[src/rtl/cpu_control_fsm.sv]
// VeriRISC instruction sequencer: fixed 8-phase fetch/decode/execute cycle
// decoding the IR opcode into memory, IR, accumulator and PC strobes.
//
// state      | meaning
// INST_ADDR  | present PC as instruction address
// INST_FETCH | read instruction from memory
// INST_LOAD  | latch instruction into IR
// IDLE       | hold IR load while memory settles
// OP_ADDR    | advance PC; HLT freezes here
// OP_FETCH   | read operand for ALU instructions
// ALU_OP     | execute; SKZ skip, JMP target load
// STORE      | write back accumulator / memory
module cpu_control_fsm (
    input  logic       clk,
    input  logic       rst_,
    input  logic [2:0] opcode,
    input  logic       zero,
    output logic       mem_rd,
    output logic       load_ir,
    output logic       inc_pc,
    output logic       load_ac,
    output logic       load_pc,
    output logic       mem_wr,
    output logic       halt,
    output logic [2:0] phase
);

    typedef enum logic [2:0] {
        INST_ADDR  = 3'd0,
        INST_FETCH = 3'd1,
        INST_LOAD  = 3'd2,
        IDLE       = 3'd3,
        OP_ADDR    = 3'd4,
        OP_FETCH   = 3'd5,
        ALU_OP     = 3'd6,
        STORE      = 3'd7
    } phase_t;

    localparam logic [2:0] OP_HLT = 3'd0;
    localparam logic [2:0] OP_SKZ = 3'd1;
    localparam logic [2:0] OP_ADD = 3'd2;
    localparam logic [2:0] OP_AND = 3'd3;
    localparam logic [2:0] OP_XOR = 3'd4;
    localparam logic [2:0] OP_LDA = 3'd5;
    localparam logic [2:0] OP_STO = 3'd6;
    localparam logic [2:0] OP_JMP = 3'd7;

    phase_t phase_q, phase_d;
    logic   halted_q, halted_d;
    logic   aluop;

    assign aluop = (opcode == OP_ADD) || (opcode == OP_AND) ||
                   (opcode == OP_XOR) || (opcode == OP_LDA);

    always_ff @(posedge clk or negedge rst_) begin
        if (!rst_) begin
            phase_q  <= INST_ADDR;
            halted_q <= 1'b0;
        end else begin
            phase_q  <= phase_d;
            halted_q <= halted_d;
        end
    end

    always_comb begin
        phase_d  = phase_q;
        halted_d = halted_q;
        if (!halted_q) begin
            if (phase_q == OP_ADDR && opcode == OP_HLT) begin
                halted_d = 1'b1;
            end else begin
                phase_d = phase_t'(phase_q + 3'd1);
            end
        end
    end

    always_comb begin
        mem_rd  = 1'b0;
        load_ir = 1'b0;
        inc_pc  = 1'b0;
        load_ac = 1'b0;
        load_pc = 1'b0;
        mem_wr  = 1'b0;
        halt    = 1'b0;
        if (halted_q) begin
            // Frozen: only the sticky halt flag is visible.
            halt = 1'b1;
        end else begin
            case (phase_q)
                INST_ADDR: ;
                INST_FETCH: mem_rd = 1'b1;
                INST_LOAD, IDLE: begin
                    mem_rd  = 1'b1;
                    load_ir = 1'b1;
                end
                OP_ADDR: begin
                    inc_pc = 1'b1;
                    halt   = (opcode == OP_HLT);
                end
                OP_FETCH: mem_rd = aluop;
                ALU_OP: begin
                    mem_rd  = aluop;
                    inc_pc  = (opcode == OP_SKZ) && zero;
                    load_pc = (opcode == OP_JMP);
                end
                STORE: begin
                    mem_rd  = aluop;
                    load_ac = aluop;
                    inc_pc  = (opcode == OP_JMP);
                    load_pc = (opcode == OP_JMP);
                    mem_wr  = (opcode == OP_STO);
                end
                default: ;
            endcase
        end
    end

    assign phase = phase_q;

endmodule

[config.mk]
export PLATFORM = sky130hd
export DESIGN_NAME = cpu_control_fsm
export DESIGN_NICKNAME = d
export VERILOG_FILES = /design/src/rtl/cpu_control_fsm.sv
export SDC_FILE = /design/constraint.sdc
export NUM_CORES = 1
export LEC_CHECK = 0
export CAP_MARGIN = 20
export CORE_AREA = 3 3 40 42
export DETAILED_ROUTE_END_ITERATION = 10
export DIE_AREA = 0 0 43 45
export PLACE_DENSITY_LB_ADDON = 0.2
export SLEW_MARGIN = 20
export SYNTH_ARGS = -nofsm -noshare
export SYNTH_HDL_FRONTEND = slang
export SYNTH_SLANG_ARGS = --single-unit
[constraint.sdc]
create_clock -name clk -period 1.8 [get_ports clk]
set_input_delay 0.45 -clock clk [delete_from_list [all_inputs] [get_ports clk]]
set_output_delay 0.45 -clock clk [all_outputs]
set_load 0.005 [all_outputs]
==> results of run 1 <==
-- sequential cells by signal, summed over array words and instances (netlist names) --
register	cells
phase	3
halted_q	1
-- path summary, 6_finish.rpt --
check                                      from              endpoint  slack (ps)
setup / recovery           phase[0]$_DFFE_PN0P_                mem_rd        -180
hold / removal                             rst_    halted_q$_DFF_PN0_         420
setup reg to reg           phase[1]$_DFFE_PN0P_  phase[1]$_DFFE_PN0P_          90
hold reg to reg            phase[2]$_DFFE_PN0P_    halted_q$_DFF_PN0_         700
max in group asynchronous                  rst_  phase[1]$_DFFE_PN0P_        1200
min in group clk           phase[2]$_DFFE_PN0P_    halted_q$_DFF_PN0_         700
-- metal layers --
metal,GRT usage [%],part of all wire (%)
met5,0,0
met1,14.3,40
met3,2.39,4.3
met4,9.04,2.5
met2,18.6,53
-- critical path, cell delays in order (launching register included) --
cell      delay [ps]
dfrtp_1          360
buf_6            120
ha_4             150
ha_4             160
nand2b_1          80
a221oi_2         280
buf_2            150
-- cell families (layout without fill, tap and decap cells) --
kind of cell,after synthesis,count (layout),synth area share [%]
simple gates,14,14,24.2
compound gates,7,7,12.5
fa+ha+maj,6,6,21.4
flops,4,4,28.5
buf+inv,4,41,4.27
xor+xnor,2,2,4.98
mux,1,1,4.27
-- power by group through the flow --
stage | logic [mW] | registers [mW] | clock network, mW
after floorplan | 0.274 | 0.207 | 0
after global placement | 0.735 | 0.197 | 0
after detailed placement | 0.740 | 0.196 | 0
after CTS | 0.883 | 0.210 | 0.114
after global routing | 1.04 | 0.234 | 0.122
final | 0.946 | 0.220 | 0.107
-- layout make-up --
| class | instances | area (µm²) | area share [%] |
|---|---|---|---|
| inverters | 4 | 15.0 | 1.93 |
| flip-flops and latches | 4 | 103 | 13.2 |
| clock buffers | 3 | 22.5 | 2.90 |
| repair buffers | 34 | 277 | 35.6 |
| well taps | 15 | 18.8 | 2.42 |
| multi-input cells | 30 | 342 | 44.0 |
-- what timing repair did --
item	4_1_cts	5_1_grt
resized for setup	48	11
pin swaps	6	3
hold buffers	0	0
setup endpoints to repair	7	10
buffers inserted	2	1
hold endpoints to repair	0	0
-- synth_stat cells (all sizes together) --
cell type,number,area (µm²)
nor4b,2,23.8
a31oi,1,6.26
o21ai,2,10.0
nor3,2,10.0
ha,6,75.1
mux2,1,15.0
nand2,2,7.51
a21oi,3,18.8
or3,1,7.51
a221oi,1,8.76
inv,4,15.0
dfrtp,4,100
nand4,2,12.5
nand2b,2,12.5
xnor2,2,17.5
nor2,3,11.3
-- cells in the final DEF (no fill, tap or decap), drive strengths merged --
cell type / n
nor2: 3
o21ai: 2
dfrtp: 4
nor3: 2
ha: 6
nand2: 2
mux2: 1
xnor2: 2
nand2b: 2
clkdlybuf4s50: 2
buf: 26
dlymetal6s2s: 2
nand4: 2
nor4b: 2
a221oi: 1
clkbuf: 3
dlygate4sd2: 4
or3: 1
inv: 4
a21oi: 3
a31oi: 1
==> results.toml, run 1 <==
[status]
status = "finished, violations left"
failed_checks = "negative setup slack"

[floorplan]
die_x_um = 43
num_io_pins = 16
fp.dieH_um = 45
core-area_um2 = 1280
die_area_um2 = 1940
num_rows = 13
start_util_pct = 27.4

[pwr]
power.internal_uw = 805
p_sw_uw = 469
switching_share_pct = 36.8
peakVddDrop_mv = 1.03
p_leak_nw = 0.366
p_per_area_nw_per_um2 = 1640
combPwrFrac_pct = 74.3
clkPwrFrac_pct = 8.4
totalPowerFinal_mw = 1.27
seq_power_share_pct = 17.3

[cells_and_area]
post-route-util_pct = 60.5
syn_to_final_growth_pct = 121
fin_cells = 90
stdcell_area_um2 = 777
antenna_cells = 0
fin_nets = 89
fill_cells = 124
final_layout_size_suffix_gt1_share_pct = 62.7

[min_path]
min_path_type = "in2async"

[placement]
pre_cts_slack_ps = -763
place_hpwl_um = 760
dp_cells = 84
portBuffers = 15
routabilityCongestion = 0.731
dpl-instance-area_um2 = 643

[synthesis]
syn_avg_cell_area_um2 = 9.25
ys_seq_elements = 4
synth_nets = 50
syn_inst = 38
yosysWarnings = 0
synth_seq_area_share_pct = 28.5
ys_types = 18
syn-cell-area_um2 = 352

[global_route]
track_usage_pct = 11.9
grt_max_degree = 7
antenna_found_initial = 0
grt_pass1_vias = 417
grt.overflow.total = 0
grt_pass1_wl_um = 1700

[clock_network]
clock_latency_ps = 230
clk_path_buf_depth = 2
cts_sinks = 4
clock-root-buffer = "clkbuf_4"
cts_tree = "yes"
path_clk_slew_ps = 30
h-tree-depth = 1
cts_buffers = 3

[setup_path]
required_ps = 1350
arrival_ps = 1530
worstSetupPathType = "reg2out"
cp_max_fo = 4
worstSetupStartpointType = "flop"
end_kind = "primary output"
r2r_cells = 7

[detailed_routing]
vias = 411
first_pass_iters = 4
wirelength_um = 1020
routed_via_density = 4.57
drc = 0
first_iter_violations = 6
antenna_left = 0
avgRoutedWirePerCell_um = 11.3

[sta]
slew_violations = 0
maxSlewHeadroom_pct = 83.3
fin_crit_sh_pct = 110
setup_viol_count_final = 6
setup_tns_ps = -683
tightest_slew_ps = 246
clock-skew-final_ps = 0.868
max_freq_ghz = 0.505
rsz0062_at_grt = "yes"
hold_viol = 0
fin_crit_ps = 1980
setup_ws_ps = -179
hold_slack_ps = 421

[flow_run]
cap_viol_max_count = 0
Power figures use the tool's default switching activity.
==> inputs of run 2 (changes only) <==
--- a/config.mk
+++ b/config.mk
@@ -6,9 +6,11 @@
 export NUM_CORES = 1
 export LEC_CHECK = 0
 export CAP_MARGIN = 20
-export CORE_AREA = 3 3 40 42
+export CELL_PAD_IN_SITES_DETAIL_PLACEMENT = 1
+export CELL_PAD_IN_SITES_GLOBAL_PLACEMENT = 1
+export CORE_MARGIN = 3
+export CORE_UTILIZATION = 27
 export DETAILED_ROUTE_END_ITERATION = 10
-export DIE_AREA = 0 0 43 45
 export PLACE_DENSITY_LB_ADDON = 0.2
 export SLEW_MARGIN = 20
 export SYNTH_ARGS = -nofsm -noshare
==> run 2 against run 1 <==
Synthesized area did not move. The flow now stops in global routing (5_1_grt). Synthesized cell count did not move.
==> results.toml, run 2 <==
[status]
status = "aborted with a tool error"
haltStage = "global routing (5_1_grt)"
error_line = "[ERROR DPL-0033] detailed placement checks failed during check placement."

[synthesis]
synth_seq_area_share_pct = 28.5
yosys-top-cells-count = "ha_1 (6), dfrtp_1 (4), inv_1 (4)"
synth.top_cell.area_share_pct = 28.5
synth_edf_count = 0
ys_types = 18
syn_inst = 38
ys_async_sr_fraction_pct = 100
ys.flop_type = "dfrtp_1"
yosysWarnings = 0
syn-cell-area_um2 = 352
synth_area_leaders = "dfrtp_1 (28%), ha_1 (21%), xnor2_1 (5.0%)"
ys_seq_elements = 4
syn_avg_cell_area_um2 = 9.25
yosysTopAreaCell = "dfrtp_1"
synth_most_common_cell = "ha_1"
synth_nets = 50

[clock_network]
postCtsHoldBufs = 0
cts_sinks = 4
clock-root-buffer = "clkbuf_4"
h-tree-depth = 1
clk_path_buf_depth = 2
cts_buffers = 3

[sta]
worstEndpointGrtRepair = "inc_pc"
endpoint_type = "top-level output"

[placement]
dpl-instance-area_um2 = 627
portBuffers = 15
place_hpwl_um = 1010
routabilityCongestion = 0.704
pre_cts_slack_ps = -796
dp_cells = 81

[floorplan]
die_x_um = 42.1
fp.dieH_um = 42.1
num_io_pins = 16
num_rows = 12
start_util_pct = 30.4

[global_route]
antenna_found_initial = 0
grt_max_degree = 6
run 2: cell counts after synthesis:
Identical to the previous run, type by type.
run 2: what timing repair did:
action | 4_1_cts
setup endpoints to repair | 8
buffers inserted | 15
resized for setup | 66
pin swaps | 7
run 2: cells by family after synthesis:
| logic type | after synthesis | synth area share [%] |
|---|---|---|
| XOR/XNOR | 2 | 4.98 |
| adder cells (fa/ha/maj) | 6 | 21.4 |
| multiplexers | 1 | 4.27 |
| AO/OA/AOI/OAI | 7 | 12.5 |
| flip-flops | 4 | 28.5 |
| AND/OR/NAND/NOR | 14 | 24.2 |
| buffers and inverters | 4 | 4.27 |
run 2: stage by stage:
stage / util [%] / hold WS [ps]
after detailed placement: 54.2 / 663
after floorplan: - / 154
after global placement: 54.2 / 655
after CTS: 74.4 / 411
==> inputs of run 3 (changes only) <==
==> config.mk (replaced) <==
export PLATFORM = sky130hd
export DESIGN_NAME = cpu_control_fsm
export DESIGN_NICKNAME = d
export VERILOG_FILES = /design/src/rtl/cpu_control_fsm.sv
export SDC_FILE = /design/constraint.sdc
export NUM_CORES = 1
export LEC_CHECK = 0
export CAP_MARGIN = 20
export CORE_AREA = 3 3 64 66
export DETAILED_ROUTE_END_ITERATION = 10
export DIE_AREA = 0 0 67 69
export PLACE_DENSITY_LB_ADDON = 0.15
export SLEW_MARGIN = 20
export SYNTH_ARGS = -nofsm -noshare
export SYNTH_HDL_FRONTEND = slang
export SYNTH_SLANG_ARGS = --single-unit
==> run 3 against run 2 <==
The flow now finishes, with violations (negative setup slack).
==> results.toml, run 3 (synthesis results as in run 1) <==
[status]
status = "finished, violations left"
failed_checks = "negative setup slack"

[detailed_routing]
routed_via_density = 3.33
drc = 0
route.met3.wl_um = 92
first_pass_iters = 3
vias = 409
first_iter_violations = 4
wl_met2_um = 556
drt-met1-wl_um = 596
avgRoutedWirePerCell_um = 10.1
antenna_left = 0
top_layer_used = "met3"
wirelength_um = 1250

[pwr]
peakVddDrop_mv = 0.690
p_leak_nw = 0.354
p_per_area_nw_per_um2 = 1620

[floorplan]
core-area_um2 = 3630
num_io_pins = 16
die_area_um2 = 4620
die_x_um = 67
num_rows = 22
start_util_pct = 9.68
fp.dieH_um = 69

[sta]
hold_slack_ps = 446
setup_ws_ps = -206
maxSlewHeadroom_pct = 81.3
tightest_slew_ps = 279
clock-skew-final_ps = 1.68
fin_crit_ps = 2010
slew_violations = 0
max_freq_ghz = 0.499
fin_crit_sh_pct = 111
hold_viol = 0
rsz0062_at_grt = "yes"
setup_viol_count_final = 7
setup_tns_ps = -650

[placement]
place_hpwl_um = 954
pre_cts_slack_ps = -792
routabilityCongestion = 0.652
portBuffers = 15
dp_cells = 116

[setup_path]
startpoint = "phase[0]$_DFFE_PN0P_"
worstSetupStartpointType = "flop"
crit_path_top_delay_cell = "dfrtp_1"
arrival_ps = 1560
crit_family = "simple AND/OR/NAND/NOR gates"
path_cells = "inv_2 -> ha_4 -> nand4_1 -> or3_4 -> a31oi_4 -> buf_2"
rrSetupSlack_ps = 190
cp_max_fo = 2
r2r_cells = 7
crit_end = "inc_pc"
cp.depth = 6
cpPeakStageDelay_ps = 380
required_ps = 1350
end_kind = "primary output"
path_buf_inv = 2
r2r-start = "phase[0]$_DFFE_PN0P_"
worstReg2RegEnd = "phase[1]$_DFFE_PN0P_"
worstSetupPathType = "reg2out"

[clock_network]
postCtsHoldBufs = 0
h-tree-depth = 1
clock-root-buffer = "clkbuf_8"
clock_latency_ps = 210
path_clk_slew_ps = 30
clk_path_buf_depth = 2
cts_buffers = 3
cts_sinks = 4
cts_tree = "yes"

[cells_and_area]
fill_cells = 434
largest_reg_flops = 3
fin_cells = 123
final_layout_size_suffix_gt1_share_pct = 68.0
fin_nets = 89
syn_to_final_growth_pct = 140
final_common_cell = "buf_4"
layout_common_cells = "buf_4 (14), buf_2 (6), ha_4 (5), buf_6 (5), clkdlybuf4s50_1 (4)"
antenna_cells = 0

[min_path]
min_path_type = "in2async"

[global_route]
grt_pass1_vias = 424
antenna_found_initial = 0
track_usage_pct = 5.38
grt_max_degree = 7
grt.overflow.total = 0
grt_pass1_wl_um = 1920

[flow_run]
cap_viol_max_count = 0
run 3: what timing repair did:
action | in CTS | in global routing
pin swaps | 4 | 6
endpoints found under the setup margin | 8 | 8
resized for setup | 37 | 25
buffers inserted | 1 | 5
run 3: per-layer routing:
metal | global-route usage [%] | vias to the layer above
met5 | 0 | -
met4 | 2.70 | 0
met3 | 1.47 | 0
met2 | 7.21 | 13
met1 | 7.69 | 185
li1 | - | 211
run 3: how the worst min path moves through the flow:
stage / depth (start not counted) / to / start
6_report: 1 / phase[0]$_DFFE_PN0P_ / rst_
5_1_grt: 1 / halted_q$_DFF_PN0_ / rst_
4_1_cts: 1 / phase[0]$_DFFE_PN0P_ / rst_
3_5_place_dp: 3 / phase[0]$_DFFE_PN0P_ / phase[0]$_DFFE_PN0P_
3_3_place_gp: 3 / phase[0]$_DFFE_PN0P_ / phase[0]$_DFFE_PN0P_
2_1_floorplan: 0 / halted_q$_DFF_PN0_ / rst_
run 3: final cells by class:
type	instances	area [µm²]	share of cell area, %
clock buffers	3	41.3	4.90
inverters	4	15.0	1.78
multi-input cells	30	360	42.7
flip-flops and latches	4	103	12.2
well taps	48	60.1	7.12
repair buffers	34	264	31.3
run 3: where the power goes:
group          internal (mW)  switching, mW  total [mW]
clock network          0.142         0.0409       0.183
registers              0.145         0.0864       0.232
logic                  0.579          0.371       0.950
run 3: per-stage QoR:
step | power (mW) | utilization [%] | area [µm²]
2_1_floorplan | 0.480 | - | 354
3_3_place_gp | 0.923 | 18.6 | 677
3_5_place_dp | 0.918 | 18.6 | 677
4_1_cts | 1.21 | 21.7 | 788
5_1_grt | 1.49 | 23.2 | 843
6_report | 1.36 | 23.2 | 843
==> RTL edit 1: new RTL, config.mk and constraints of run 3 <==
Register the inputs `opcode` and `zero` before use, cleared by the reset. The logic sees them one clock later.
--- a/src/rtl/cpu_control_fsm.sv
+++ b/src/rtl/cpu_control_fsm.sv
@@ -45,12 +45,25 @@
     localparam logic [2:0] OP_STO = 3'd6;
     localparam logic [2:0] OP_JMP = 3'd7;
 
+    logic [2:0] opcode_q;
+    logic zero_q;
+
+    always_ff @(posedge clk or negedge rst_) begin
+        if (!rst_) begin
+            opcode_q <= '0;
+            zero_q   <= '0;
+        end else begin
+            opcode_q <= opcode;
+            zero_q   <= zero;
+        end
+    end
+
     phase_t phase_q, phase_d;
     logic   halted_q, halted_d;
     logic   aluop;
 
-    assign aluop = (opcode == OP_ADD) || (opcode == OP_AND) ||
-                   (opcode == OP_XOR) || (opcode == OP_LDA);
+    assign aluop = (opcode_q == OP_ADD) || (opcode_q == OP_AND) ||
+                   (opcode_q == OP_XOR) || (opcode_q == OP_LDA);
 
     always_ff @(posedge clk or negedge rst_) begin
         if (!rst_) begin
@@ -66,7 +79,7 @@
         phase_d  = phase_q;
         halted_d = halted_q;
         if (!halted_q) begin
-            if (phase_q == OP_ADDR && opcode == OP_HLT) begin
+            if (phase_q == OP_ADDR && opcode_q == OP_HLT) begin
                 halted_d = 1'b1;
             end else begin
                 phase_d = phase_t'(phase_q + 3'd1);
@@ -95,20 +108,20 @@
                 end
                 OP_ADDR: begin
                     inc_pc = 1'b1;
-                    halt   = (opcode == OP_HLT);
+                    halt   = (opcode_q == OP_HLT);
                 end
                 OP_FETCH: mem_rd = aluop;
                 ALU_OP: begin
                     mem_rd  = aluop;
-                    inc_pc  = (opcode == OP_SKZ) && zero;
-                    load_pc = (opcode == OP_JMP);
+                    inc_pc  = (opcode_q == OP_SKZ) && zero_q;
+                    load_pc = (opcode_q == OP_JMP);
                 end
                 STORE: begin
                     mem_rd  = aluop;
                     load_ac = aluop;
-                    inc_pc  = (opcode == OP_JMP);
-                    load_pc = (opcode == OP_JMP);
-                    mem_wr  = (opcode == OP_STO);
+                    inc_pc  = (opcode_q == OP_JMP);
+                    load_pc = (opcode_q == OP_JMP);
+                    mem_wr  = (opcode_q == OP_STO);
                 end
                 default: ;
             endcase
Function: changed (Yosys sat finds a counterexample within 10 cycles, from zero or initial values and one cycle with rst_ low).
==> RTL edit 1 against run 3 <==
The flow still finishes with violations (setup timing). Core utilization grew 5.3 points. Cell area is 23% higher. Critical path depth did not move. Non-clock buffer count up 7. Sequential cell count rose by 4. Total power is 21% higher. Worst setup slack worse by 0.019 ns. Wire length is 9.6% higher. Final cell count grew 8.9%. Area after synthesis increased by 28%. Highest routed layer is now met4.
==> RTL edit 1: results <==
# TYPE chip_impl_metric gauge
chip_impl_info{name="status",value="finished with violations"} 1
chip_impl_info{name="failed_checks",value="setup timing"} 1
chip_impl_metric{name="setup_slack",unit="ns"} -0.225
chip_impl_metric{name="grt_pass1_wl",unit="µm"} 2390
chip_impl_metric{name="grtUsageMet2",unit="%"} 10.8
chip_impl_metric{name="clock_network_fraction_of_total_power",unit="%"} 12.6
chip_impl_metric{name="drt-initial-drc-count",unit=""} 15
chip_impl_metric{name="grt_pass1_vias",unit=""} 532
chip_impl_metric{name="critical_path.max_stage_delay",unit="ns"} 0.43
chip_impl_metric{name="routedLengthMet1",unit="µm"} 574
chip_impl_info{name="synth.cells.most_frequent",value="sky130_fd_sc_hd__dfrtp_1, sky130_fd_sc_hd__ha_1, sky130_fd_sc_hd__inv_1, sky130_fd_sc_hd__nor2_1"} 1
chip_impl_metric{name="grt_use_met1",unit="%"} 7.64
chip_impl_metric{name="final-nonclk-buf-share",unit="%"} 32.6
chip_impl_metric{name="skew",unit="ns"} 0.000298
chip_impl_metric{name="globalRouteTotalUtil",unit="%"} 6.63
chip_impl_metric{name="rr_worst_depth",unit=""} 10
chip_impl_metric{name="report.final.setup_viol",unit=""} 8
chip_impl_metric{name="synth_fa_ha_area_share",unit="%"} 16.6
chip_impl_metric{name="dr_wl_met3",unit="µm"} 86
chip_impl_info{name="cpLargestDelayFamily",value="flip-flops"} 1
chip_impl_metric{name="gp_congestion",unit=""} 0.679
chip_impl_metric{name="place_hpwl",unit="µm"} 1040
chip_impl_info{name="post_synth_main_area_contributors",value="sky130_fd_sc_hd__dfrtp_1, sky130_fd_sc_hd__ha_1, sky130_fd_sc_hd__xnor2_1"} 1
chip_impl_metric{name="static_power_due_to_leakage",unit="nW"} 0.441
chip_impl_metric{name="multi_input_area_share",unit="%"} 36.3
chip_impl_metric{name="max_slew_margin",unit="%"} 75.1
[RTL edit 1: cell types whose count changed after synthesis, sizes merged]
cell / before / now
dfrtp: 4 / 8
[RTL edit 1: worst max-delay path by stage]
stage          depth (start not counted)            startpoint     end
5_1_grt                                6  phase[0]$_DFFE_PN0P_  inc_pc
3_3_place_gp                           6  phase[0]$_DFFE_PN0P_  inc_pc
2_1_floorplan                          5  phase[0]$_DFFE_PN0P_  inc_pc
6_report                               6  phase[1]$_DFFE_PN0P_  inc_pc
3_5_place_dp                           6  phase[0]$_DFFE_PN0P_  inc_pc
4_1_cts                                6  phase[0]$_DFFE_PN0P_  inc_pc
[RTL edit 1: metrics by stage]
stage	instance area, µm²	utilization (%)	cells
after floorplan	454	-	42
after global placement	800	22.0	123
after detailed placement	800	22.0	123
after CTS	971	26.7	132
after global routing	1030	28.5	134
final	1030	28.5	134
[RTL edit 1: repair_timing]
item / CTS / global route
pin swaps: 9 / 7
resized for setup: 50 / 13
buffers inserted: 6 / 2
endpoints found under the setup margin: 7 / 9
==> RTL edit 2: new RTL, flow settings as in run 3 <==
Without the edit above. Register the output `load_ac`; this adds one clock of latency there. The other outputs are not delayed to match.
--- a/src/rtl/cpu_control_fsm.sv
+++ b/src/rtl/cpu_control_fsm.sv
@@ -45,6 +45,8 @@
     localparam logic [2:0] OP_STO = 3'd6;
     localparam logic [2:0] OP_JMP = 3'd7;
 
+    logic load_ac_d;
+
     phase_t phase_q, phase_d;
     logic   halted_q, halted_d;
     logic   aluop;
@@ -78,7 +80,7 @@
         mem_rd  = 1'b0;
         load_ir = 1'b0;
         inc_pc  = 1'b0;
-        load_ac = 1'b0;
+        load_ac_d = 1'b0;
         load_pc = 1'b0;
         mem_wr  = 1'b0;
         halt    = 1'b0;
@@ -105,7 +107,7 @@
                 end
                 STORE: begin
                     mem_rd  = aluop;
-                    load_ac = aluop;
+                    load_ac_d = aluop;
                     inc_pc  = (opcode == OP_JMP);
                     load_pc = (opcode == OP_JMP);
                     mem_wr  = (opcode == OP_STO);
@@ -117,5 +119,9 @@
 
     assign phase = phase_q;
 
+    always_ff @(posedge clk) begin
+        load_ac <= load_ac_d;
+    end
+
 endmodule
 
Behaviour: not the same (Yosys sat finds a counterexample within 10 cycles, from zero or initial values and one cycle with rst_ low).
==> RTL edit 2 against run 3 <==
The flow still finishes with violations (setup timing). Wire length shrank 0.80%. Global-route usage grew 0.82 points. Combinational power is 2.8% lower. Worst setup slack gained 0.18 ns. Sequential cell count is 1 higher. Cell area grew 1.2%. Register-to-register slack better by 0.12 ns. Total power up 0.84%. Non-clock buffer count unchanged. Via count up 1.2%. Final cell count grew 1.6%. Area after synthesis increased by 11%. First-iteration DRC count rose to 11 times the old value.
==> RTL edit 2: results <==
# TYPE chip_impl_metric gauge
chip_impl_metric{name="place_hpwl",unit="µm"} 962
chip_impl_metric{name="switching_share",unit="%"} 35.4
chip_impl_metric{name="worstPathArrival",unit="ns"} 1.38
chip_impl_metric{name="worst-r2r-setup-slack",unit="ns"} 0.31
chip_impl_metric{name="grt_max_degree",unit=""} 6
chip_impl_metric{name="static_power_due_to_leakage",unit="nW"} 0.375
chip_impl_metric{name="critical_path.max_fanout",unit=""} 4
chip_impl_metric{name="cts.repair_timing.setup_buffer_count",unit=""} 4
chip_impl_metric{name="postSynth.asyncResetShare",unit="%"} 80.0
chip_impl_metric{name="later_pin_clock_latency_in_the_skew_report",unit="ns"} 0.22
chip_impl_metric{name="post-place-ws",unit="ns"} -0.758
chip_impl_info{name="failed_checks",value="setup timing"} 1
chip_impl_metric{name="irDropWorstVdd",unit="mV"} 0.405
chip_impl_metric{name="n_fill_cell",unit=""} 424
chip_impl_metric{name="detailroute.via_count",unit=""} 414
chip_impl_metric{name="globalRouteTotalUtil",unit="%"} 6.19
chip_impl_metric{name="drt-initial-drc-count",unit=""} 42
chip_impl_info{name="status",value="finished with violations"} 1
chip_impl_metric{name="rr_worst_depth",unit=""} 6
chip_impl_metric{name="ctsResizeCount",unit=""} 56
chip_impl_info{name="post_synth_main_area_contributors",value="sky130_fd_sc_hd__dfrtp_1, sky130_fd_sc_hd__ha_1, sky130_fd_sc_hd__inv_1"} 1
chip_impl_metric{name="route.detailed.vias_per_inst",unit=""} 3.31
chip_impl_info{name="synth.cells.most_frequent",value="sky130_fd_sc_hd__ha_1, sky130_fd_sc_hd__inv_1, sky130_fd_sc_hd__dfrtp_1"} 1
chip_impl_metric{name="seq_area_frac_synth",unit="%"} 30.9
chip_impl_metric{name="skew",unit="ns"} 0.00349
chip_impl_metric{name="timing_worst_slew_pin_value",unit="ns"} 0.210
chip_impl_metric{name="drt-wirelength-per-cell",unit="µm"} 9.89
chip_impl_metric{name="grt_pass1_vias",unit=""} 449
chip_impl_metric{name="drtPass1Iterations",unit=""} 4
chip_impl_metric{name="synth_nets",unit=""} 51
chip_impl_metric{name="setup_slack",unit="ns"} -0.0259
chip_impl_metric{name="report.final.setup_viol",unit=""} 3
chip_impl_metric{name="place_area",unit="µm²"} 704
chip_impl_metric{name="share_of_layout_cells_above_drive_strength_1",unit="%"} 67.5
chip_impl_metric{name="yosysUniqueCellTypes",unit=""} 22
-- RTL edit 2: cell count changes in the layout (fill, tap and decap cells not counted), sizes merged, moves of 2 or more --
cell and delta:
a21oi -2, a31oi +2, buf +3, inv +2, nor4b -2, clkbuf -2
-- RTL edit 2: logic make-up (layout without fill, tap and decap cells) --
family | after synthesis | after routing | share of synthesized area [%]
AND/OR/NAND/NOR | 12 | 12 | 20.3
buffers and inverters | 6 | 44 | 5.79
adder cells (fa/ha/maj) | 6 | 6 | 19.3
XOR/XNOR | 2 | 2 | 4.50
AO/OA/AOI/OAI | 6 | 6 | 12.9
flip-flops | 5 | 5 | 30.9
multiplexers | 2 | 2 | 6.43
-- RTL edit 2: power groups by stage --
stage	Sequential, mW	Combinational (mW)	Clock [mW]
3_5_place_dp	0.232	0.736	0
4_1_cts	0.248	0.904	0.212
2_1_floorplan	0.229	0.303	0
6_report	0.250	0.923	0.204
3_3_place_gp	0.236	0.740	0
5_1_grt	0.259	1.04	0.221
-- RTL edit 2: per-layer routing --
metal,vias to the layer above,global-route usage [%],routed length (µm)
met2,16,9.39,609
li1,213,-,-
met5,-,0,0
met1,185,7.60,520
met3,0,2.44,106
met4,0,2.70,0
-- RTL edit 2: final cells by class --
cell class	instances	area [µm²]	area share (%)
clock buffer	4	45.0	5.28
inverter	6	25.0	2.93
multi-input combinational	28	338	39.6
sequential	5	124	14.5
tap	48	60.1	7.04
timing repair buffer	34	262	30.6
-- RTL edit 2: how the worst max path moves through the flow --
stage / startpoint / end / slack (ns) / cells after the start
2_1_floorplan: phase[0]$_DFFE_PN0P_ / mem_rd / 0.24 / 5
3_3_place_gp: opcode[1] / mem_rd / -0.71 / 5
3_5_place_dp: opcode[1] / mem_rd / -0.76 / 5
4_1_cts: phase[0]$_DFFE_PN0P_ / load_pc / -0.07 / 6
5_1_grt: phase[0]$_DFFE_PN0P_ / mem_rd / -0.09 / 5
6_report: phase[1]$_DFFE_PN0P_ / mem_rd / -0.03 / 5
-- RTL edit 2: worst max-delay path, stage by stage, from the launching register on --
cell	delay (ns)
sky130_fd_sc_hd__dfrtp_2	0.45
sky130_fd_sc_hd__ha_4	0.19
sky130_fd_sc_hd__ha_4	0.17
sky130_fd_sc_hd__o22ai_2	0.13
sky130_fd_sc_hd__a31oi_1	0.08
sky130_fd_sc_hd__buf_2	0.13
-- RTL edit 2: per-stage QoR --
| stage | hold WS [ns] | setup TNS, ns |
|---|---|---|
| floorplan | 0.154 | 0 |
| global placement | 0.563 | -3.77 |
| detailed placement | 0.565 | -3.81 |
| CTS | 0.449 | -0.150 |
| global route | 0.458 | -0.307 |
| finish | 0.446 | -0.0453 |
